--- config.mk ---
export PLATFORM = sky130hd
export DESIGN_NAME = sine_lut_arbiter_flat
export DESIGN_NICKNAME = d
export VERILOG_FILES = /design/src/rtl/sine_lut_arbiter_if.sv /design/src/rtl/sine_lut_arbiter.sv /design/src/flat_wrapper.sv
export SDC_FILE = /design/constraint.sdc
export NUM_CORES = 1
export LEC_CHECK = 0
export ABC_CLOCK_PERIOD_IN_PS = 4150
export CORE_ASPECT_RATIO = 1.2
export CORE_MARGIN = 2
export CORE_UTILIZATION = 30
export CTS_BUF_LIST = sky130_fd_sc_hd__clkbuf_16
export DETAILED_ROUTE_END_ITERATION = 10
export PLACE_DENSITY = 0.67
export SETUP_SLACK_MARGIN = 0.2
export SYNTH_ARGS = -nofsm -noshare
export SYNTH_HDL_FRONTEND = slang
export SYNTH_SLANG_ARGS = --single-unit
--- constraint.sdc ---
create_clock -name i_clk -period 4.15 [get_ports i_clk]
set_input_delay 0.83 -clock i_clk [delete_from_list [all_inputs] [get_ports i_clk]]
set_output_delay 0.83 -clock i_clk [all_outputs]
set_load 0.05 [all_outputs]
--- src/rtl/sine_lut_arbiter_if.sv ---
// rtl/sine_lut_arbiter_if.sv - client request/grant, ROM and response bundle for sine_lut_arbiter
interface sine_lut_arbiter_if #(
  parameter int NUM_REQ = 4,
  parameter int ADDR_W  = 10,
  parameter int DATA_W  = 12
);
  logic [NUM_REQ-1:0]        i_req;
  logic [NUM_REQ*ADDR_W-1:0] i_addr;
  logic [NUM_REQ-1:0]        o_gnt;
  logic                      o_rom_en;
  logic [ADDR_W-1:0]         o_rom_addr;
  logic [DATA_W-1:0]         i_rom_data;
  logic [NUM_REQ-1:0]        o_rsp_valid;
  logic [DATA_W-1:0]         o_rsp_data;

  modport slave (
    input  i_req, i_addr, i_rom_data,
    output o_gnt, o_rom_en, o_rom_addr, o_rsp_valid, o_rsp_data
  );

  modport master (
    output i_req, i_addr, i_rom_data,
    input  o_gnt, o_rom_en, o_rom_addr, o_rsp_valid, o_rsp_data
  );
endinterface

--- src/rtl/sine_lut_arbiter.sv ---
// rtl/sine_lut_arbiter.sv - shares one sine ROM between NUM_REQ clients, returns tagged samples in order
// Define SINE_ARB_FIXED_PRIO_EN for lowest-index-wins arbitration instead of round-robin.
module sine_lut_arbiter #(
  parameter int NUM_REQ = 4,
  parameter int ADDR_W  = 10,
  parameter int DATA_W  = 12,
  parameter int ROM_LAT = 1
) (
  input logic               i_clk,
  input logic               i_rst_n,
  sine_lut_arbiter_if.slave bus
);
  localparam int PTR_W = (NUM_REQ > 1) ? $clog2(NUM_REQ) : 1;

  logic [NUM_REQ-1:0]             gnt;
  logic [PTR_W-1:0]               gnt_idx;
  logic                           gnt_any;
  logic [ADDR_W-1:0]              addr_sel;
  logic                           rom_en;
  logic [ADDR_W-1:0]              rom_addr;
  // Stage 0 rides alongside rom_en; stages 1..ROM_LAT track the ROM latency.
  logic [ROM_LAT:0][NUM_REQ-1:0]  tag_q;
  logic [NUM_REQ-1:0]             rsp_valid;
  logic [DATA_W-1:0]              rsp_data;

`ifdef SINE_ARB_FIXED_PRIO_EN
  always_comb begin
    gnt_any = 1'b0;
    gnt_idx = '0;
    for (int i = NUM_REQ - 1; i >= 0; i--) begin
      if (bus.i_req[i]) begin
        gnt_any = 1'b1;
        gnt_idx = PTR_W'(i);
      end
    end
  end
`else
  logic [PTR_W-1:0] last_gnt;
  logic [PTR_W-1:0] cand;

  // Scan from farthest to nearest so the client right after last_gnt wins.
  always_comb begin
    gnt_any = 1'b0;
    gnt_idx = '0;
    cand    = '0;
    for (int i = NUM_REQ; i >= 1; i--) begin
      cand = PTR_W'((int'(last_gnt) + i) % NUM_REQ);
      if (bus.i_req[cand]) begin
        gnt_any = 1'b1;
        gnt_idx = cand;
      end
    end
  end

  always_ff @(posedge i_clk or negedge i_rst_n) begin
    if (!i_rst_n) begin
      last_gnt <= PTR_W'(NUM_REQ - 1);
    end else if (gnt_any) begin
      last_gnt <= gnt_idx;
    end
  end
`endif

  always_comb begin
    gnt      = '0;
    addr_sel = '0;
    if (gnt_any) begin
      gnt[gnt_idx] = 1'b1;
    end
    for (int k = 0; k < NUM_REQ; k++) begin
      if (gnt[k]) begin
        addr_sel = bus.i_addr[k*ADDR_W +: ADDR_W];
      end
    end
  end

  always_ff @(posedge i_clk or negedge i_rst_n) begin
    if (!i_rst_n) begin
      rom_en    <= 1'b0;
      rom_addr  <= '0;
      tag_q     <= '0;
      rsp_valid <= '0;
      rsp_data  <= '0;
    end else begin
      rom_en <= gnt_any;
      if (gnt_any) begin
        rom_addr <= addr_sel;
      end
      tag_q     <= {tag_q[ROM_LAT-1:0], gnt};
      rsp_valid <= tag_q[ROM_LAT];
      if (|tag_q[ROM_LAT]) begin
        rsp_data <= bus.i_rom_data;
      end
    end
  end

  assign bus.o_gnt       = gnt;
  assign bus.o_rom_en    = rom_en;
  assign bus.o_rom_addr  = rom_addr;
  assign bus.o_rsp_valid = rsp_valid;
  assign bus.o_rsp_data  = rsp_data;
endmodule
--- src/flat_wrapper.sv ---
// flat-port wrapper written by rule: the top's interface ports become plain ports
module sine_lut_arbiter_flat 
#(
  parameter int NUM_REQ = 4,
  parameter int ADDR_W  = 10,
  parameter int DATA_W  = 12,
  parameter int ROM_LAT = 1
)
  (i_clk, i_rst_n, bus_i_req, bus_i_addr, bus_i_rom_data, bus_o_gnt, bus_o_rom_en, bus_o_rom_addr, bus_o_rsp_valid, bus_o_rsp_data);
  sine_lut_arbiter_if #(.NUM_REQ(NUM_REQ), .ADDR_W(ADDR_W), .DATA_W(DATA_W)) bus_i ();
  input logic i_clk;
  input logic i_rst_n;
  input wire logic [$bits(bus_i.i_req)-1:0] bus_i_req;
  input wire logic [$bits(bus_i.i_addr)-1:0] bus_i_addr;
  input wire logic [$bits(bus_i.i_rom_data)-1:0] bus_i_rom_data;
  output wire logic [$bits(bus_i.o_gnt)-1:0] bus_o_gnt;
  output wire logic [$bits(bus_i.o_rom_en)-1:0] bus_o_rom_en;
  output wire logic [$bits(bus_i.o_rom_addr)-1:0] bus_o_rom_addr;
  output wire logic [$bits(bus_i.o_rsp_valid)-1:0] bus_o_rsp_valid;
  output wire logic [$bits(bus_i.o_rsp_data)-1:0] bus_o_rsp_data;
  assign bus_i.i_req = bus_i_req;
  assign bus_i.i_addr = bus_i_addr;
  assign bus_i.i_rom_data = bus_i_rom_data;
  assign bus_o_gnt = bus_i.o_gnt;
  assign bus_o_rom_en = bus_i.o_rom_en;
  assign bus_o_rom_addr = bus_i.o_rom_addr;
  assign bus_o_rsp_valid = bus_i.o_rsp_valid;
  assign bus_o_rsp_data = bus_i.o_rsp_data;
  sine_lut_arbiter #(.NUM_REQ(NUM_REQ), .ADDR_W(ADDR_W), .DATA_W(DATA_W), .ROM_LAT(ROM_LAT)) u_core (.i_clk(i_clk), .i_rst_n(i_rst_n), .bus(bus_i));
endmodule
; ---- After elaboration in Yosys (flattened, before gate mapping)
; Cells that the tools add are included.
[totals]
out_inout_bits = 31
input_bits = 58
latchBits = 0
mem_bits_ro = 0
regBits = 37
ram_bits = 0
mem_count = 0
wordCells = 42
[classes]
shift = 0
eq_ne = 0
addsub = 4
muxes = 23
multipliers = 0
n_lt_le_gt_ge = 6
div = 0
n_bitwise = 0
n_reduce_logical = 2
[ops]
columns = operator, n
row1 = 10-bit two-way mux, 4
row2 = 2-bit by 3-bit < comparator with 1-bit output (second input constant), 5
row3 = 1-bit two-way mux, 9
row4 = 1-bit binary-select mux with 2-bit select, 4
row5 = 2-bit two-way mux, 4
row6 = 2-bit by 1-bit adder with 2-bit output (second input constant), 2
row7 = 2-bit adder (second input constant), 2
row8 = 4-bit two-way mux, 1
row9 = 4-bit OR reduction, 1
row10 = 1-bit demux with 2-bit select, 1
row11 = 2-bit by 1-bit greater-or-equal comparator with 1-bit output (second input constant), 1
row12 = 1-bit logical AND, 1

; ---- Longest topological paths before layout
; Gate-level depths: netlist (run 1).
[logic_depth]
word_depth = 16
ltp_mapped = 7
mapped_depth_nobuf = 5

; ---- Worst setup path before layout (run 1)
; No wires, ideal clock.
[synth_timing]
kind = input to output
startpoint = input bus_i_req[2]
endpoint = output bus_o_gnt[0]
arrival_time_ns = 2.111
path_buffers = 2
cell_stages = 5
t_required_ns = 3.320
slack_ns = 1.209
path_cell_list = clkbuf_1 > a21oi_2 > nor3_4 > buf_4 > nor2_1
[synth_via]
elab_chain_len = 11
elab_cells_between_ends = 22
cone_classes = order compare (2) / mux (19) / reduce/logical (1)
[synth_lines]
columns = element, line_no
row1 = start: declaration, flat_wrapper.sv:13  ; input wire logic [$bits(bus_i.i_req)-1:0] bus_i_req;
row2 = 1-bit binary-select mux with 2-bit select, sine_lut_arbiter.sv:48  ; if (bus.i_req[cand]) begin
row3 = 1-bit two-way mux (not written as such), sine_lut_arbiter.sv:48
row4 = 2-bit two-way mux (4 in series), sine_lut_arbiter.sv:48
row5 = 2-bit by 3-bit < comparator with 1-bit output (not written as such) or 2-bit by 1-bit greater-or-equal comparator with 1-bit output (tied branches), sine_lut_arbiter.sv:68  ; gnt[gnt_idx] = 1'b1;
row6 = 1-bit logical AND (not written as such), sine_lut_arbiter.sv:68
row7 = 1-bit two-way mux (not written as such), sine_lut_arbiter.sv:68
row8 = 1-bit demux with 2-bit select, n/a
row9 = 4-bit two-way mux *, sine_lut_arbiter.sv:67  ; if (gnt_any) begin
row10 = end: declaration, flat_wrapper.sv:16  ; output wire logic [$bits(bus_i.o_gnt)-1:0] bus_o_gnt;
; Every way passes the cells marked *; elsewhere a longest branch is shown, timed or not. The select of a mux whose other input is x is not followed.

; ---- Worst setup path after layout (run 1)
[layout_timing]
startpoint = input bus_i_req[1]
endpoint = output bus_o_gnt[3]
; The elaborated chain is that of the path after synthesis.

==> out/summary.txt, run 1 <==
DETAILED ROUTING
----------------------------------------------------------------------------------
Average detailed-routed wire length per instance                           14.1 um
Antenna violation net count after detailed routing                               0
Length of the first detailed-routing pass in iterations                          4
Routed length on met2                                                      2080 um
Top metal layer carrying routed signals                                       met4
DRC violation count after routing                                                0
Initial detailed-routing violation count                                        57
Overall via count from detail_route                                          1,432
Via density per instance                                                      4.81
Met1 Routed Length                                                         1860 um
WL final                                                                   4210 um
Met3 routed WL                                                              253 um

GRT
----------------------------------------------------------------------------------
Pin count of the biggest net entering global routing                            38
Number of global-route vias before repair                                    1,452
Overflow after GRT                                                               0
Antenna violations before repair                                                 0
Global router's overall resource usage                                       0.140
Wire length of the first global-routing pass                               6820 um

CELLS AND AREA
----------------------------------------------------------------------------------
Net count of the finished layout                                               291
Area grow syn2layout                                                         63.5%
Number of filler instances in the final layout                                 530
Antenna cell count                                                               0
Highest-count cells in the layout ignoring fill and taps              sky130_fd_sc_hd__clkdlybuf4s50_1, sky130_fd_sc_hd__dfrtp_1, sky130_fd_sc_hd__nor2_1
Multi-input combinational cell area                                      734 sq um
Commonest non-fill, non-tap cell in the layout                        sky130_fd_sc_hd__clkdlybuf4s50_1
Share of final-layout standard cells stronger than drive strength 1          0.188
Number of non-filler instances in the completed layout                         298
Register area                                                            928 sq um

HOLD PATH
----------------------------------------------------------------------------------
Endpoint, Worst Hold                                                  u_core.tag_q[4]
Number of instances on the worst hold path                                       0
Hold path start                                                       u_core.tag_q[0]
Min-delay worst type                                                       reg2reg

CLOCKING
----------------------------------------------------------------------------------
Clock-pin transition on the worst setup and hold timing paths              0.05 ns
Clock tree from TritonCTS                                                    built
Insertion delay of the later-clocked pin in the worst-skew pair            0.27 ns
CTS root buffer                                                       sky130_fd_sc_hd__clkbuf_16
Buffers inserted by post-CTS timing repair                                       0
Number of cells upsized or downsized after cts                                   0
Max clock buf depth                                                              2
Max H-tree Level                                                                 2
Sink count of the clock tree                                                    37
TritonCTS buffer count                                                           5
CTS hold repair buffers                                                          0

PLACED DESIGN
----------------------------------------------------------------------------------
Cell count after placement                                                     290
Routability Congestion                                                       0.693
Number of buffers inserted by port buffering                                    88
Post-DP HPWL                                                               3010 um

FLOORPLAN
----------------------------------------------------------------------------------
Number of placement rows                                                        30
Starting utilization of the core area                                        0.306
Die footprint                                                           6330 sq um
Count of boundary I/O pins                                                      89
Core Footprint                                                          5590 sq um
Horizontal extent of the die                                               73.0 um
Height of the die                                                          86.7 um

FLOW RUN
----------------------------------------------------------------------------------
Number of max-capacitance violations reported                                    0

STA
----------------------------------------------------------------------------------
Final critical path time including I/O delays and setup                    3.59 ns
Unrepaired setup endpoints after global routing                                 no
Worst Tran Pin Value                                                      0.831 ns
Hold Worst Slack                                                          0.347 ns
Final Setup Violations                                                           0
Maximum clock skew at final layout                                      0.00168 ns
Fin. max-slew vios                                                               0
Final hold violation count                                                       0
Worst slew margin relative to its limit                                      0.446
Share of the clock period used by the worst path                             0.864
Achievable clock frequency                                                 279 MHz
Setup Total Neg Slack                                                         0 ns

WORST SETUP PATH
----------------------------------------------------------------------------------
Data arrival time of the worst path                                        2.76 ns
Worst reg2reg path startpoint                                         u_core.last_gnt[0]
Worst EP required                                                          3.32 ns
Type of element capturing the critical path                           primary output
Worst Setup Start Kind                                                primary input
Setup slack, reg-to-reg                                                    2.31 ns
Terminus of the critical flop-to-flop path                            u_core.bus.o_rom_addr[7]
Class of the most critical setup path                                       in2out
Logic depth of the worst register-to-register path                               6
Critical path fanouts, max                                                       8

LOGIC SYNTHESIS
----------------------------------------------------------------------------------
Count of yosys warnings during synthesis                                         0
Average size of a mapped cell                                           12.0 sq um
Mapped cell area                                                        1710 sq um
Post-synth EDFFs                                                                 0
Post-synthesis net count                                                       201
Share of the yosys chip area belonging to registers                          0.542
Cell variety after synth                                                        26
Synthesized flop and latch total                                                37
Async set-or-reset flop fraction in the synthesized netlist                   1.00
Most used flip-flop cell after synthesis                              sky130_fd_sc_hd__dfrtp_1
Gate count after technology mapping                                            143

POWER
----------------------------------------------------------------------------------
Power per cell area                                                    766 nW/um^2
Static leakage                                                             1.16 nW
VDD IR max                                                                0.307 mV

OUTCOME
----------------------------------------------------------------------------------
Result of the run                                                     finished, final reports clean

[sequential cells by signal (all words and copies together), names as in the netlist]
register / count
u_core.bus.o_rom_en: 1
u_core.last_gnt: 2
u_core.tag_q: 8
u_core.bus.o_rsp_valid: 4
u_core.bus.o_rom_addr: 10
u_core.bus.o_rsp_data: 12
[cells in the mapped netlist, drive strengths merged, types with 2 or more instances]
cell | count | share of area
mux2i | 11 | 0.064
a21oi | 15 | 0.048
mux2 | 12 | 0.079
buf | 7 | 0.026
and2 | 2 | 0.0073
dfrtp | 35 | 0.51
a21o | 2 | 0.0088
nor2 | 15 | 0.033
nand2 | 14 | 0.031
a221oi | 10 | 0.088
o21ai | 3 | 0.0088
clkbuf | 2 | 0.0044
nand2b | 4 | 0.015
dfstp | 2 | 0.031
[final cells by class]
| class | instances | area share |
|---|---|---|
| multi-input cells | 96 | 0.262 |
| repair buffers | 92 | 0.326 |
| clock inverters | 3 | 0.00492 |
| flip-flops and latches | 37 | 0.332 |
| inverters | 1 | 0.00134 |
| well taps | 64 | 0.0286 |
| clock buffers | 5 | 0.0447 |
[logic make-up after synthesis]
family,Yosys count,synth area share
compound gates,33,0.169
buf+inv,10,0.0322
flops,37,0.542
mux,23,0.143
simple gates,40,0.113
[critical path: stages]
cell                              delay (ns)
sky130_fd_sc_hd__clkdlybuf4s50_1        0.53
sky130_fd_sc_hd__nor2_1                 0.24
sky130_fd_sc_hd__a21oi_1                0.07
sky130_fd_sc_hd__o22ai_1                0.14
sky130_fd_sc_hd__and2_1                 0.15
sky130_fd_sc_hd__clkdlybuf4s50_1        0.80
[power breakdown]
part	leakage, nW	internal (mW)	switching (mW)	total, mW
Clock	0.0748	0.218	0.132	0.349
Sequential	0.439	0.514	0.0845	0.599
Combinational	0.646	0.467	0.729	1.20
Total	1.16	1.20	0.945	2.14
[worst max path at each step]
stage | from | end | slack (ns) | cells after the start
5_1_grt | bus_i_req[1] | bus_o_gnt[3] | 0.46 | 6
3_5_place_dp | bus_i_req[1] | bus_o_gnt[3] | 0.60 | 6
2_1_floorplan | bus_i_req[2] | bus_o_gnt[0] | 1.21 | 5
4_1_cts | bus_i_req[1] | bus_o_gnt[3] | 0.59 | 6
3_3_place_gp | bus_i_req[3] | bus_o_gnt[1] | 0.62 | 6
6_report | bus_i_req[1] | bus_o_gnt[3] | 0.56 | 6
[routing by layer]
metal,vias to the layer above,global-route usage
met5,-,0
met1,673,0.167
met3,2,0.0442
met2,64,0.243
li1,693,-
met4,0,0.0354
[through the flow]
stage	util	cell area, sq um	power, mW	setup WS (ns)
after global routing	0.500	2800	2.26	0.461
after floorplan	-	1710	1.40	1.21
final	0.500	2800	2.14	0.563
after global placement	0.476	2660	1.80	0.624
after CTS	0.500	2800	2.17	0.586
after detailed placement	0.476	2660	1.81	0.595
Note: power is estimated with default switching activity, not from simulation.
==> inputs of run 2 (changes only) <==
CORE_UTILIZATION = 35   (was 30)
PLACE_DENSITY = 0.75   (was 0.67)
==> out/summary.txt, run 2 (synthesis results as in run 1) <==
GRT
----------------------------------------------------------------------------------
Antenna violations before repair                                                 0
Global router's overall resource usage                                       0.166
Number of global-route vias before repair                                    1,436
Pin count of the biggest net entering global routing                            38
Overflow after GRT                                                               0
Wire length of the first global-routing pass                               6740 um

POWER
----------------------------------------------------------------------------------
Power per cell area                                                    770 nW/um^2
Static leakage                                                             1.16 nW
VDD IR max                                                                0.325 mV

CLOCKING
----------------------------------------------------------------------------------
Insertion delay of the later-clocked pin in the worst-skew pair            0.27 ns
Clock tree from TritonCTS                                                    built
CTS root buffer                                                       sky130_fd_sc_hd__clkbuf_16
Sink count of the clock tree                                                    37
Max clock buf depth                                                              2
Max H-tree Level                                                                 2
Buffers inserted by post-CTS timing repair                                       0
CTS hold repair buffers                                                          0
Number of cells upsized or downsized after cts                                   0
Clock-pin transition on the worst setup and hold timing paths              0.05 ns
TritonCTS buffer count                                                           5

FLOORPLAN
----------------------------------------------------------------------------------
Starting utilization of the core area                                        0.367
Die footprint                                                           5470 sq um
Count of boundary I/O pins                                                      89
Number of placement rows                                                        27
Height of the die                                                          80.6 um
Horizontal extent of the die                                               67.8 um
Core Footprint                                                          4660 sq um

CELLS AND AREA
----------------------------------------------------------------------------------
Max reg flops                                                                   12
Highest-count cells in the layout ignoring fill and taps              sky130_fd_sc_hd__clkdlybuf4s50_1, sky130_fd_sc_hd__dfrtp_1, sky130_fd_sc_hd__nor2_1
Share of final-layout standard cells stronger than drive strength 1          0.188
Antenna cell count                                                               0
Net count of the finished layout                                               291
Commonest non-fill, non-tap cell in the layout                        sky130_fd_sc_hd__clkdlybuf4s50_1
Area grow syn2layout                                                         63.1%

WORST SETUP PATH
----------------------------------------------------------------------------------
Cell Chain, Critical Path                                             clkdlybuf4s50_1 > nor2_1 > a21oi_1 > o22ai_1 > and2_1 > clkdlybuf4s50_1
Worst-path cell with the longest stage delay                          sky130_fd_sc_hd__clkdlybuf4s50_1
CP most frequent cell                                                 sky130_fd_sc_hd__clkdlybuf4s50_1
Worst EP required                                                          3.32 ns
Class of the most critical setup path                                       in2out
Critical path fanouts, max                                                       8
Data arrival time of the worst path                                        2.74 ns
Worst Setup Start Kind                                                primary input
Type of element capturing the critical path                           primary output
Maximum cell stage delay along the critical path                           0.80 ns

DETAILED ROUTING
----------------------------------------------------------------------------------
Length of the first detailed-routing pass in iterations                          3
WL final                                                                   4260 um
Via density per instance                                                      4.89
Average detailed-routed wire length per instance                           14.6 um
DRC violation count after routing                                                0
Overall via count from detail_route                                          1,428
Antenna violation net count after detailed routing                               0
Initial detailed-routing violation count                                        84

HOLD PATH
----------------------------------------------------------------------------------
Min-delay worst type                                                       reg2reg

OUTCOME
----------------------------------------------------------------------------------
Result of the run                                                     finished, final reports clean

PLACED DESIGN
----------------------------------------------------------------------------------
Routability Congestion                                                       0.699
Number of buffers inserted by port buffering                                    88
Setup WS pre-CTS                                                          0.583 ns
Post-DP HPWL                                                               3120 um

STA
----------------------------------------------------------------------------------
Final hold violation count                                                       0
Setup Total Neg Slack                                                         0 ns
Unrepaired setup endpoints after global routing                                 no
Share of the clock period used by the worst path                             0.860
Maximum clock skew at final layout                                      0.00265 ns
Final setup margin                                                        0.582 ns
Worst Tran Pin Value                                                      0.820 ns
Achievable clock frequency                                                 280 MHz
Fin. max-slew vios                                                               0
Final critical path time including I/O delays and setup                    3.57 ns
Worst slew margin relative to its limit                                      0.453
Final Setup Violations                                                           0

FLOW RUN
----------------------------------------------------------------------------------
Number of max-capacitance violations reported                                    0

[run 2: area by class of cell]
| type | instances | area (sq um) |
|---|---|---|
| sequential | 37 | 928 |
| tap | 58 | 72.6 |
| clock buffer | 5 | 125 |
| fill | 412 | 1870 |
| inverter | 1 | 3.75 |
| timing repair buffer | 92 | 913 |
| multi-input combinational | 96 | 734 |
| clock inverter | 3 | 13.8 |
[run 2: final timing paths]
path / from / end / slack [ns] / cells past startpoint
setup / recovery: bus_i_req[1] / bus_o_gnt[3] / 0.58 / 6
hold / removal: u_core.tag_q[2] / u_core.tag_q[6] / 0.34 / 0
setup reg to reg: u_core.last_gnt[0] / u_core.bus.o_rom_addr[9] / 2.30 / 6
hold reg to reg: u_core.tag_q[2] / u_core.tag_q[6] / 0.34 / 0
max in group asynchronous: i_rst_n / u_core.bus.o_rom_addr[5] / 2.98 / 1
min in group asynchronous: i_rst_n / u_core.bus.o_rsp_data[0] / 0.65 / 1
[run 2: worst max-delay path: cells and delay by family]
kind                   cells  cell delay (ns)
AOI/OAI and AO/OA          2             0.20
and+or+nand+nor            2             0.38
buffers and inverters      2             1.32
[run 2: metal layers]
metal | vias to the layer above | track usage | wire length [um] | part of all wire
met4 | 0 | 0.0600 | 61 | 0.014
li1 | 688 | - | - | -
met1 | 675 | 0.186 | 1600 | 0.38
met3 | 7 | 0.0518 | 380 | 0.089
met2 | 58 | 0.290 | 2220 | 0.52
met5 | - | 0 | 0 | 0
[run 2: where the power goes]
part	total, mW	switching (mW)	internal, mW
clock	0.349	0.132	0.217
combinational	1.20	0.733	0.468
sequential	0.600	0.0860	0.514
[run 2: per-stage QoR]
stage / std cells / hold WS, ns / utilization / instance area, sq um / total power, mW
after floorplan: 143 / 0.331 / - / 1710 / 1.40
after global placement: 284 / 0.332 / 0.569 / 2650 / 1.80
after detailed placement: 284 / 0.335 / 0.569 / 2650 / 1.82
after CTS: 292 / 0.348 / 0.599 / 2790 / 2.18
after global routing: 292 / 0.355 / 0.599 / 2790 / 2.27
final: 292 / 0.344 / 0.599 / 2790 / 2.15
==> inputs of run 3 (changes only) <==
CORE_MARGIN = not set   (was 2)
==> out/summary.txt, run 3 (synthesis results as in run 1) <==
OUTCOME
----------------------------------------------------------------------------------
Result of the run                                                     finished, final reports clean

POWER
----------------------------------------------------------------------------------
Net Sw Frac                                                                  0.441
Internal power component                                                   1.20 mW
Reg power frac                                                               0.279
Tot Pwr                                                                    2.14 mW
Static leakage                                                             1.16 nW
P_sw                                                                      0.945 mW
Power per cell area                                                    768 nW/um^2
Part of the total power dissipated in combinational logic                    0.557
VDD IR max                                                                0.396 mV
Clk network pwr share                                                        0.163

GRT
----------------------------------------------------------------------------------
Antenna violations before repair                                                 0
Overflow after GRT                                                               0
Number of global-route vias before repair                                    1,400
Global router's overall resource usage                                       0.166
Wire length of the first global-routing pass                               6480 um
Pin count of the biggest net entering global routing                            38

DETAILED ROUTING
----------------------------------------------------------------------------------
DRC violation count after routing                                                0
Overall via count from detail_route                                          1,428
Via density per instance                                                      4.89
Length of the first detailed-routing pass in iterations                          4
WL final                                                                   4050 um
Initial detailed-routing violation count                                        50
Average detailed-routed wire length per instance                           13.9 um
Antenna violation net count after detailed routing                               0

FLOORPLAN
----------------------------------------------------------------------------------
Number of placement rows                                                        27
Height of the die                                                          78.6 um
Horizontal extent of the die                                               65.8 um
Starting utilization of the core area                                        0.370
Die footprint                                                           5180 sq um
Count of boundary I/O pins                                                      89
Core Footprint                                                          4630 sq um

WORST SETUP PATH
----------------------------------------------------------------------------------
Worst-path cell with the longest stage delay                          sky130_fd_sc_hd__clkdlybuf4s50_1
Cell Chain, Critical Path                                             clkdlybuf4s50_1 > nor2_1 > a21oi_1 > o22ai_1 > and2_1 > clkdlybuf4s50_1
Type of element capturing the critical path                           primary output
Critical path fanouts, max                                                       8
Data arrival time of the worst path                                        2.74 ns
Family with the most delay on the worst path                          buffers and inverters
CP most frequent cell                                                 sky130_fd_sc_hd__clkdlybuf4s50_1
Maximum cell stage delay along the critical path                           0.80 ns
Worst Setup Start Kind                                                primary input
Count of buffer and inverter cells on the critical path                          2
Class of the most critical setup path                                       in2out
Worst EP required                                                          3.32 ns

CLOCKING
----------------------------------------------------------------------------------
Number of cells upsized or downsized after cts                                   0
TritonCTS buffer count                                                           5
Clock tree from TritonCTS                                                    built
Max clock buf depth                                                              2
Max H-tree Level                                                                 2
Buffers inserted by post-CTS timing repair                                       0
CTS hold repair buffers                                                          0
Insertion delay of the later-clocked pin in the worst-skew pair            0.27 ns
CTS root buffer                                                       sky130_fd_sc_hd__clkbuf_16
Clock-pin transition on the worst setup and hold timing paths              0.06 ns
Sink count of the clock tree                                                    37

STA
----------------------------------------------------------------------------------
Final setup margin                                                        0.580 ns
Achievable clock frequency                                                 280 MHz
Final critical path time including I/O delays and setup                    3.57 ns
Share of the clock period used by the worst path                             0.860
Final hold violation count                                                       0
Setup Total Neg Slack                                                         0 ns
Worst Tran Pin Value                                                      0.820 ns
Fin. max-slew vios                                                               0
Maximum clock skew at final layout                                      0.00514 ns
Final Setup Violations                                                           0
Unrepaired setup endpoints after global routing                                 no
Worst slew margin relative to its limit                                      0.453

HOLD PATH
----------------------------------------------------------------------------------
Min-delay worst type                                                       reg2reg

CELLS AND AREA
----------------------------------------------------------------------------------
Multi-input combinational cell area                                      734 sq um
Area grow syn2layout                                                         63.1%
Commonest non-fill, non-tap cell in the layout                        sky130_fd_sc_hd__clkdlybuf4s50_1
Share of final-layout standard cells stronger than drive strength 1          0.188
Highest-count cells in the layout ignoring fill and taps              sky130_fd_sc_hd__clkdlybuf4s50_1, sky130_fd_sc_hd__dfrtp_1, sky130_fd_sc_hd__nor2_1
Max reg flops                                                                   12
Number of filler instances in the final layout                                 408
Antenna cell count                                                               0
Net count of the finished layout                                               291
Register area                                                            928 sq um

PLACED DESIGN
----------------------------------------------------------------------------------
Setup WS pre-CTS                                                          0.587 ns
Post-DP HPWL                                                               2960 um
Routability Congestion                                                       0.771
Number of buffers inserted by port buffering                                    88

FLOW RUN
----------------------------------------------------------------------------------
Number of max-capacitance violations reported                                    0

-- run 3: cell counts in the layout (fill, tap and decap cells not counted) --
No cell type changed its count.
-- run 3: power groups by stage --
| stage | combinational, mW | sequential, mW | clock [mW] |
|---|---|---|---|
| floorplan | 0.416 | 0.989 | 0 |
| global placement | 1.20 | 0.597 | 0 |
| detailed placement | 1.21 | 0.605 | 0 |
| CTS | 1.21 | 0.601 | 0.362 |
| global route | 1.26 | 0.618 | 0.377 |
| finish | 1.20 | 0.599 | 0.350 |
-- run 3: metrics by stage --
stage | area (sq um) | instances | hold WS [ns] | utilization
after floorplan | 1710 | 143 | 0.331 | -
after global placement | 2650 | 284 | 0.333 | 0.573
after detailed placement | 2650 | 284 | 0.335 | 0.573
after CTS | 2790 | 292 | 0.348 | 0.603
after global routing | 2790 | 292 | 0.355 | 0.603
final | 2790 | 292 | 0.350 | 0.603
-- run 3: worst paths after layout --
| check | startpoint | to | slack, ns | cells past startpoint |
|---|---|---|---|---|
| max | bus_i_req[1] | bus_o_gnt[3] | 0.58 | 6 |
| min in group asynchronous | i_rst_n | u_core.bus.o_rom_addr[5] | 0.65 | 1 |
| max in group asynchronous | i_rst_n | u_core.bus.o_rsp_data[9] | 2.98 | 1 |
| min reg2reg | u_core.tag_q[1] | u_core.tag_q[5] | 0.35 | 0 |
| min | u_core.tag_q[1] | u_core.tag_q[5] | 0.35 | 0 |
| max reg2reg | u_core.last_gnt[0] | u_core.bus.o_rom_addr[4] | 2.31 | 6 |
-- run 3: area by class of cell --
type                       count  share of cell area
tap                           58              0.0260
multi-input combinational     96               0.263
clock buffer                   5              0.0448
timing repair buffer          92               0.327
inverter                       1             0.00134
sequential                    37               0.333
clock inverter                 3             0.00493
-- run 3: layer usage --
metal  share of wire  track usage  vias to the layer above
li1                -            -                      689
met1            0.42        0.194                      674
met2            0.51        0.287                       59
met3           0.062       0.0451                        6
met4           0.012       0.0587                        0
met5               0            0                        -
